<file path="config.mk">
export PLATFORM = sky130hd
export DESIGN_NAME = traffic_intersection_ctrl
export DESIGN_NICKNAME = d
export VERILOG_FILES = /design/src/rtl/traffic_pkg.sv /design/src/rtl/traffic_lamp_decode.sv /design/src/rtl/traffic_intersection_ctrl.sv
export SDC_FILE = /design/constraint.sdc
export NUM_CORES = 1
export LEC_CHECK = 0
export BUFFER_PORTS_ARGS = -buffer_cell sky130_fd_sc_hd__buf_4
export CAP_MARGIN = 10
export CORE_MARGIN = 2
export CORE_UTILIZATION = 54
export CTS_CLUSTER_SIZE = 40
export DETAILED_ROUTE_END_ITERATION = 8
export HOLD_SLACK_MARGIN = 0.02
export PLACE_DENSITY = 0.77
export SYNTH_ARGS = -nofsm -noshare
export SYNTH_HDL_FRONTEND = slang
export SYNTH_SLANG_ARGS = --single-unit
export TNS_END_PERCENT = 100
</file>
<file path="constraint.sdc">
create_clock -name clk -period 2.7 [get_ports clk]
set_input_delay 0.135 -clock clk [delete_from_list [all_inputs] [get_ports clk]]
set_output_delay 0.135 -clock clk [all_outputs]
set_load 0.01 [all_outputs]
</file>
<file path="src/rtl/traffic_pkg.sv">
// Shared state encodings and lamp constants for the intersection controller.
package traffic_pkg;

    // Phase encoding; values are exported on the phase output for monitoring.
    typedef enum logic [2:0] {
        MAIN_GREEN  = 3'd0,
        MAIN_YELLOW = 3'd1,
        ALL_RED_1   = 3'd2,
        SIDE_GREEN  = 3'd3,
        SIDE_YELLOW = 3'd4,
        ALL_RED_2   = 3'd5,
        FLASH       = 3'd6
    } state_t;

    // Lamp bundles are ordered {red, yellow, green}.
    localparam logic [2:0] LAMP_RED = 3'b100;
    localparam logic [2:0] LAMP_YEL = 3'b010;
    localparam logic [2:0] LAMP_GRN = 3'b001;
    localparam logic [2:0] LAMP_OFF = 3'b000;

endpackage

</file>
<file path="src/rtl/traffic_lamp_decode.sv">
// Purely combinational lamp decode: phase, flash toggle and walk enable to lamp drivers.
module traffic_lamp_decode
    import traffic_pkg::*;
(
    input  state_t     i_state,
    input  logic       i_tog,
    input  logic       i_walk,
    output logic [2:0] o_main_rgy,
    output logic [2:0] o_side_rgy,
    output logic       o_ped_walk
);

    // Default to all-red so any unexpected encoding shows a safe aspect.
    always_comb begin
        o_main_rgy = LAMP_RED;
        o_side_rgy = LAMP_RED;
        o_ped_walk = 1'b0;
        case (i_state)
            MAIN_GREEN:  o_main_rgy = LAMP_GRN;
            MAIN_YELLOW: o_main_rgy = LAMP_YEL;
            SIDE_GREEN: begin
                o_side_rgy = LAMP_GRN;
                o_ped_walk = i_walk;
            end
            SIDE_YELLOW: o_side_rgy = LAMP_YEL;
            FLASH: begin
                o_main_rgy = i_tog ? LAMP_YEL : LAMP_OFF;
                o_side_rgy = i_tog ? LAMP_RED : LAMP_OFF;
            end
            default: ;
        endcase
    end

endmodule

</file>
<file path="src/rtl/traffic_intersection_ctrl.sv">
// Two-approach intersection controller: main/side road sequencing, pedestrian
// request latch, all-red clearance, heavy-traffic extension and night flash.
module traffic_intersection_ctrl
    import traffic_pkg::*;
#(
    parameter int unsigned CNT_W    = 8,
    parameter int unsigned T_MG     = 32,
    parameter int unsigned T_MG_EXT = 64,
    parameter int unsigned T_SG     = 16,
    parameter int unsigned T_Y      = 4,
    parameter int unsigned T_AR     = 2,
    parameter int unsigned T_WALK   = 8,
    parameter int unsigned T_FLASH  = 16
) (
    input  logic       clk,
    input  logic       rst_n,
    input  logic       heavy_main,
    input  logic       side_req,
    input  logic       ped_req,
    input  logic       night_mode,
    output logic [2:0] main_rgy,
    output logic [2:0] side_rgy,
    output logic       ped_walk,
    output logic       ped_pending,
    output logic [2:0] phase
);

    // Terminal counts (duration minus one) in counter width.
    localparam logic [CNT_W-1:0] C_MG_TC     = CNT_W'(T_MG - 1);
    localparam logic [CNT_W-1:0] C_MG_EXT_TC = CNT_W'(T_MG_EXT - 1);
    localparam logic [CNT_W-1:0] C_SG_TC     = CNT_W'(T_SG - 1);
    localparam logic [CNT_W-1:0] C_Y_TC      = CNT_W'(T_Y - 1);
    localparam logic [CNT_W-1:0] C_AR_TC     = CNT_W'(T_AR - 1);
    localparam logic [CNT_W-1:0] C_FLASH_TC  = CNT_W'(T_FLASH - 1);
    // One bit wider so a walk time of 2^CNT_W still compares correctly.
    localparam logic [CNT_W:0]   C_WALK      = (CNT_W+1)'(T_WALK);

    state_t           r_state;
    state_t           w_state_next;
    logic [CNT_W-1:0] r_cnt;
    logic [CNT_W-1:0] w_cnt_next;
    logic [CNT_W-1:0] w_mg_tc;
    logic             r_ped_pending;
    logic             w_ped_pending_next;
    logic             r_walk;
    logic             w_walk_next;
    logic             r_tog;
    logic             w_tog_next;
    logic             w_enter_sg;
    logic             w_walk_on;

    // Main green terminal is re-evaluated every cycle so dropping heavy_main can expire it at once.
    assign w_mg_tc = heavy_main ? C_MG_EXT_TC : C_MG_TC;

    // State, phase counter and latch registers.
    always_ff @(posedge clk or negedge rst_n) begin
        if (!rst_n) begin
            r_state       <= ALL_RED_2;
            r_cnt         <= '0;
            r_ped_pending <= 1'b0;
            r_walk        <= 1'b0;
            r_tog         <= 1'b0;
        end else begin
            r_state       <= w_state_next;
            r_cnt         <= w_cnt_next;
            r_ped_pending <= w_ped_pending_next;
            r_walk        <= w_walk_next;
            r_tog         <= w_tog_next;
        end
    end

    // Next-state and counter: counter clears on every state change, else increments.
    always_comb begin
        w_state_next = r_state;
        w_cnt_next   = r_cnt + CNT_W'(1);
        case (r_state)
            MAIN_GREEN: begin
                if ((r_cnt >= w_mg_tc) && (side_req || r_ped_pending)) begin
                    w_state_next = MAIN_YELLOW;
                    w_cnt_next   = '0;
                end else if (r_cnt >= C_MG_EXT_TC) begin
                    // Holding with no demand: saturate rather than wrap.
                    w_cnt_next = C_MG_EXT_TC;
                end
            end
            MAIN_YELLOW: begin
                if (r_cnt == C_Y_TC) begin
                    w_state_next = ALL_RED_1;
                    w_cnt_next   = '0;
                end
            end
            ALL_RED_1: begin
                if (r_cnt == C_AR_TC) begin
                    w_state_next = night_mode ? FLASH : SIDE_GREEN;
                    w_cnt_next   = '0;
                end
            end
            SIDE_GREEN: begin
                if (r_cnt == C_SG_TC) begin
                    w_state_next = SIDE_YELLOW;
                    w_cnt_next   = '0;
                end
            end
            SIDE_YELLOW: begin
                if (r_cnt == C_Y_TC) begin
                    w_state_next = ALL_RED_2;
                    w_cnt_next   = '0;
                end
            end
            ALL_RED_2: begin
                if (r_cnt == C_AR_TC) begin
                    w_state_next = night_mode ? FLASH : MAIN_GREEN;
                    w_cnt_next   = '0;
                end
            end
            FLASH: begin
                if (!night_mode) begin
                    w_state_next = ALL_RED_2;
                    w_cnt_next   = '0;
                end else if (r_cnt == C_FLASH_TC) begin
                    // Counter doubles as the flash half-period timer.
                    w_cnt_next = '0;
                end
            end
            default: begin
                w_state_next = ALL_RED_2;
                w_cnt_next   = '0;
            end
        endcase
    end

    // Pedestrian latch, walk grant and flash toggle updates.
    always_comb begin
        w_enter_sg         = (r_state != SIDE_GREEN) && (w_state_next == SIDE_GREEN);
        // A press on the serving edge stays latched for the next cycle of the sequence.
        w_ped_pending_next = ped_req | (r_ped_pending & ~w_enter_sg);
        w_walk_next        = 1'b0;
        if (w_enter_sg) begin
            w_walk_next = r_ped_pending;
        end else if (w_state_next == SIDE_GREEN) begin
            w_walk_next = r_walk;
        end
        w_tog_next = 1'b0;
        if (w_state_next == FLASH) begin
            if (r_state != FLASH) begin
                w_tog_next = 1'b1;
            end else if (r_cnt == C_FLASH_TC) begin
                w_tog_next = ~r_tog;
            end else begin
                w_tog_next = r_tog;
            end
        end
    end

    assign w_walk_on = r_walk && ({1'b0, r_cnt} < C_WALK);

    traffic_lamp_decode u_lamp_decode (
        .i_state    (r_state),
        .i_tog      (r_tog),
        .i_walk     (w_walk_on),
        .o_main_rgy (main_rgy),
        .o_side_rgy (side_rgy),
        .o_ped_walk (ped_walk)
    );

    assign ped_pending = r_ped_pending;
    assign phase       = r_state;

endmodule

</file>
==> results by group <==
Synth
  • Simple-Gate Fraction of Synth Area: roughly 30%
  • Syn_nets: 124
  • Post-synthesis sequential area ratio: 35.0%
  • Synth area leaders: dfrtp_1, a21oi_1, dfstp_2
  • Post-synthesis average cell area: 8.77 um^2
  • Post-Synthesis Cell Area: 1010 um^2
  • Post-synthesis adder-cell area fraction: 3.72%
  • Post-Syn Instances: 115
  • EDFF count, synth: 0
  • Cell with the most instances after synthesis: a21oi_1
  • Largest family of logic cells by synthesized area: simple AND/OR/NAND/NOR gates
  • Post-synthesis compound-gate area fraction: 21.8%
  • Most used DFF post-synth: dfrtp_1
  • Top-area cell type share of the netlist area: 29.8%
  • XOR/XNOR share of the synthesized area: 4.34%
  • Count of different cell masters after synthesis: 39
  • Most instantiated cells after synthesis: a21oi_1, dfrtp_1, nor2_1
  • Yosys reg bits: 14
  • Multiplexer share of the synthesized area: 0.993%
  • Ys Warns: 0
  • Synth area leader: dfrtp_1
  • FFs w/ async S/R, synth: 100%

Global route
  • Total Routing Usage GR: between 20 and 30%
  • First-pass GRT wire length: between 4000 and 5000 um
  • Largest net degree at the start of global routing: 19
  • Number of global-route vias before repair: ~900
  • Grt ovf: 0
  • Initial antenna violation count: 0

Place
  • Detailed placer's ending HPWL: about 1800 um
  • Post-place setup slack: 0.519 ns
  • GP Congestion: 0.931
  • IO buf count: 16

Cells and area
  • Area Growth Syn to Fin: 17.1%
  • Ant diodes: 0
  • Layout cell share with drive strength beyond 1: 19.7%
  • Fin nets: 142
  • Core Util, Final: 67.7%
  • Filler cells: roughly 160

Die
  • Die Wd: 47.2 um
  • Initial core utilization: 57.8%
  • DIE HEIGHT: 47.2 um
  • Core area: 1750 um^2
  • Die ar.: 2230 um^2
  • # IOs: 17
  • Row count: 15

Pwr
  • P per Cell Area: ~950 nW/um^2
  • Pleak: 0.522 nW
  • Flop pwr share: 34.7%
  • Pint: 0.000610 W
  • Sw frac: 45.9%
  • P_sw: 0.000518 W
  • Power share of the combinational group: 53.9%
  • Max VDD drop: between 0.0005 and 0.0006 V
  • Clk pwr share: 11.4%

STA
  • Final Cycle Share: 82.0%
  • Final setup TNS: 0 ns
  • Setup ws final: 0.487 ns
  • Final hold violations: 0
  • Max-slew violations: 0
  • Worst hold slack: between 0.02 and 0.025 ns
  • Final Critical Period: 2.21 ns
  • Final clock skew: 0.00267 ns
  • Final setup fails: 0
  • Achievable Freq: about 450 MHz
  • Worst-margin pin slew: 0.748 ns
  • Worst slew margin: around half
  • RSZ-0062 raised after global routing: no

Critical path
  • CP cell instances: nor4_4 > a21oi_1 > a311o_1 > nor4_4 > o31ai_1
  • Worst reg2reg path depth: 5
  • WP buf/inv: 0
  • Worst Setup Start Kind: flip-flop
  • CP max FO: 6
  • Most frequent CP cell: nor4_4
  • WP depth: 5
  • Setup CP Type: reg2reg
  • Max incr delay on CP: 0.47 ns
  • Worst path slowest cell: dfrtp_1
  • CP endpoint kind: flip-flop
  • Crit path DAT: 2.34 ns
  • Worst Path Required: 2.82 ns
  • CP delay by family, top: simple AND/OR/NAND/NOR gates

Hold path
  • Hold Path Class: in2reg
  • Hold depth: 2

CTS
  • Maximum clock insertion buffer count: 2
  • Clk_lat worst skew: roughly 0.28 ns
  • # clock sinks: 14
  • Clock buffer count from CTS: 3
  • Reg clk slew, reported paths: 0.09 ns
  • Resize count post-CTS: 0
  • Root Buffer: clkbuf_4
  • CTS tree: yes
  • H-tree depth reported by CTS: 1

Route
  • Vias per std cell: 6.21
  • Post-route ant nets: 0
  • Vias post-DR: 975
  • DR WL/cell: 15.6 um
  • Initial DRC Count: 44
  • Final WL: 2450 um
  • DRC violations left: 0
  • DRT Pass-1 Iters: 5

Flow run
  • Max-cap check violation count: 0

Run status
  • Status: finished clean
## power groups by stage
stage / Clock, W / Sequential, W / Combinational (W)
2_1_floorplan: 0 / 0.000326 / 0.000439
3_3_place_gp: 0 / 0.000392 / 0.000584
3_5_place_dp: 0 / 0.000391 / 0.000597
4_1_cts: 0.000129 / 0.000387 / 0.000601
5_1_grt: 0.000143 / 0.000410 / 0.000670
6_report: 0.000128 / 0.000392 / 0.000608
## layout make-up
class                           instances  area, um^2  share of cell area (%)
Sequential cell                        14         353                    29.9
Clock buffer                            4        26.3                    2.22
Multi-Input combinational cell         90         614                    52.0
Timing Repair Buffer                   17         130                    11.0
Inverter                                7        26.3                    2.22
Tap cell                               25        31.3                    2.65
## worst paths after layout
kind	from	to	slack, ns
max	r_cnt[6]$_DFF_PN0_	r_cnt[3]$_DFF_PN0_	0.49
max in group asynchronous	rst_n	phase[0]$_DFF_PN1_	2.25
max reg2reg	r_cnt[6]$_DFF_PN0_	r_cnt[3]$_DFF_PN0_	0.49
min	ped_req	ped_pending$_DFF_PN0_	0.02
min reg2reg	r_cnt[0]$_DFF_PN0_	r_cnt[0]$_DFF_PN0_	0.54
min in group asynchronous	rst_n	phase[1]$_DFF_PN0_	0.21
## worst reg2reg max path: cells and delay by family (launching register included)
| kind | cells | cell delay, ns |
|---|---|---|
| DFF | 1 | 0.47 |
| AOI/OAI and AO/OA | 3 | 0.66 |
| and+or+nand+nor | 2 | 0.91 |
## sequential cells by signal, summed over array words and instances (netlist names)
register / cells
ped_pending: 1
phase: 3
r_cnt: 8
r_tog: 1
r_walk: 1
## metrics by stage
step / power, W / cells / area, um^2
detailed placement: 0.000987 / 152 / 1140
floorplan: 0.000765 / 115 / 1010
global placement: 0.000976 / 152 / 1140
finish: 0.00113 / 157 / 1180
CTS: 0.00112 / 157 / 1180
global route: 0.00122 / 157 / 1180
## cell families (layout without fill, tap and decap cells)
| group | count (synthesis) | after routing |
|---|---|---|
| xor gates and xnor gates | 5 | 5 |
| and+or+nand+nor | 48 | 48 |
| muxes | 1 | 1 |
| AOI/OAI and AO/OA | 33 | 33 |
| buffers and inverters | 11 | 28 |
| DFF | 14 | 14 |
| adders and majority gates | 3 | 3 |
## repair_timing
action	4_1_cts	5_1_grt
hold buffers	1	0
setup buffers	0	0
endpoints found under the setup margin	0	0
endpoints found under the hold margin	14	0
## layer usage
layer  vias up  track usage, %  wire, um
li1        460               -         -
met2        41            38.6      1150
met1       466            40.6      1060
met4         0            8.33        46
met5         -               0         0
met3         8            4.62       190
## cell usage in the layout, fill, tap and decap left out, types with 4 or more instances in the layout
master    synthesis  final
and3_1            4      4
nor2_1            8      8
inv_1             7      7
buf_4             0     16
a21oi_1          13     13
nand2b_1          4      4
nand3_1           6      6
dfrtp_1          12     12
nand2_1           6      6
Power figures use the tool's default switching activity.
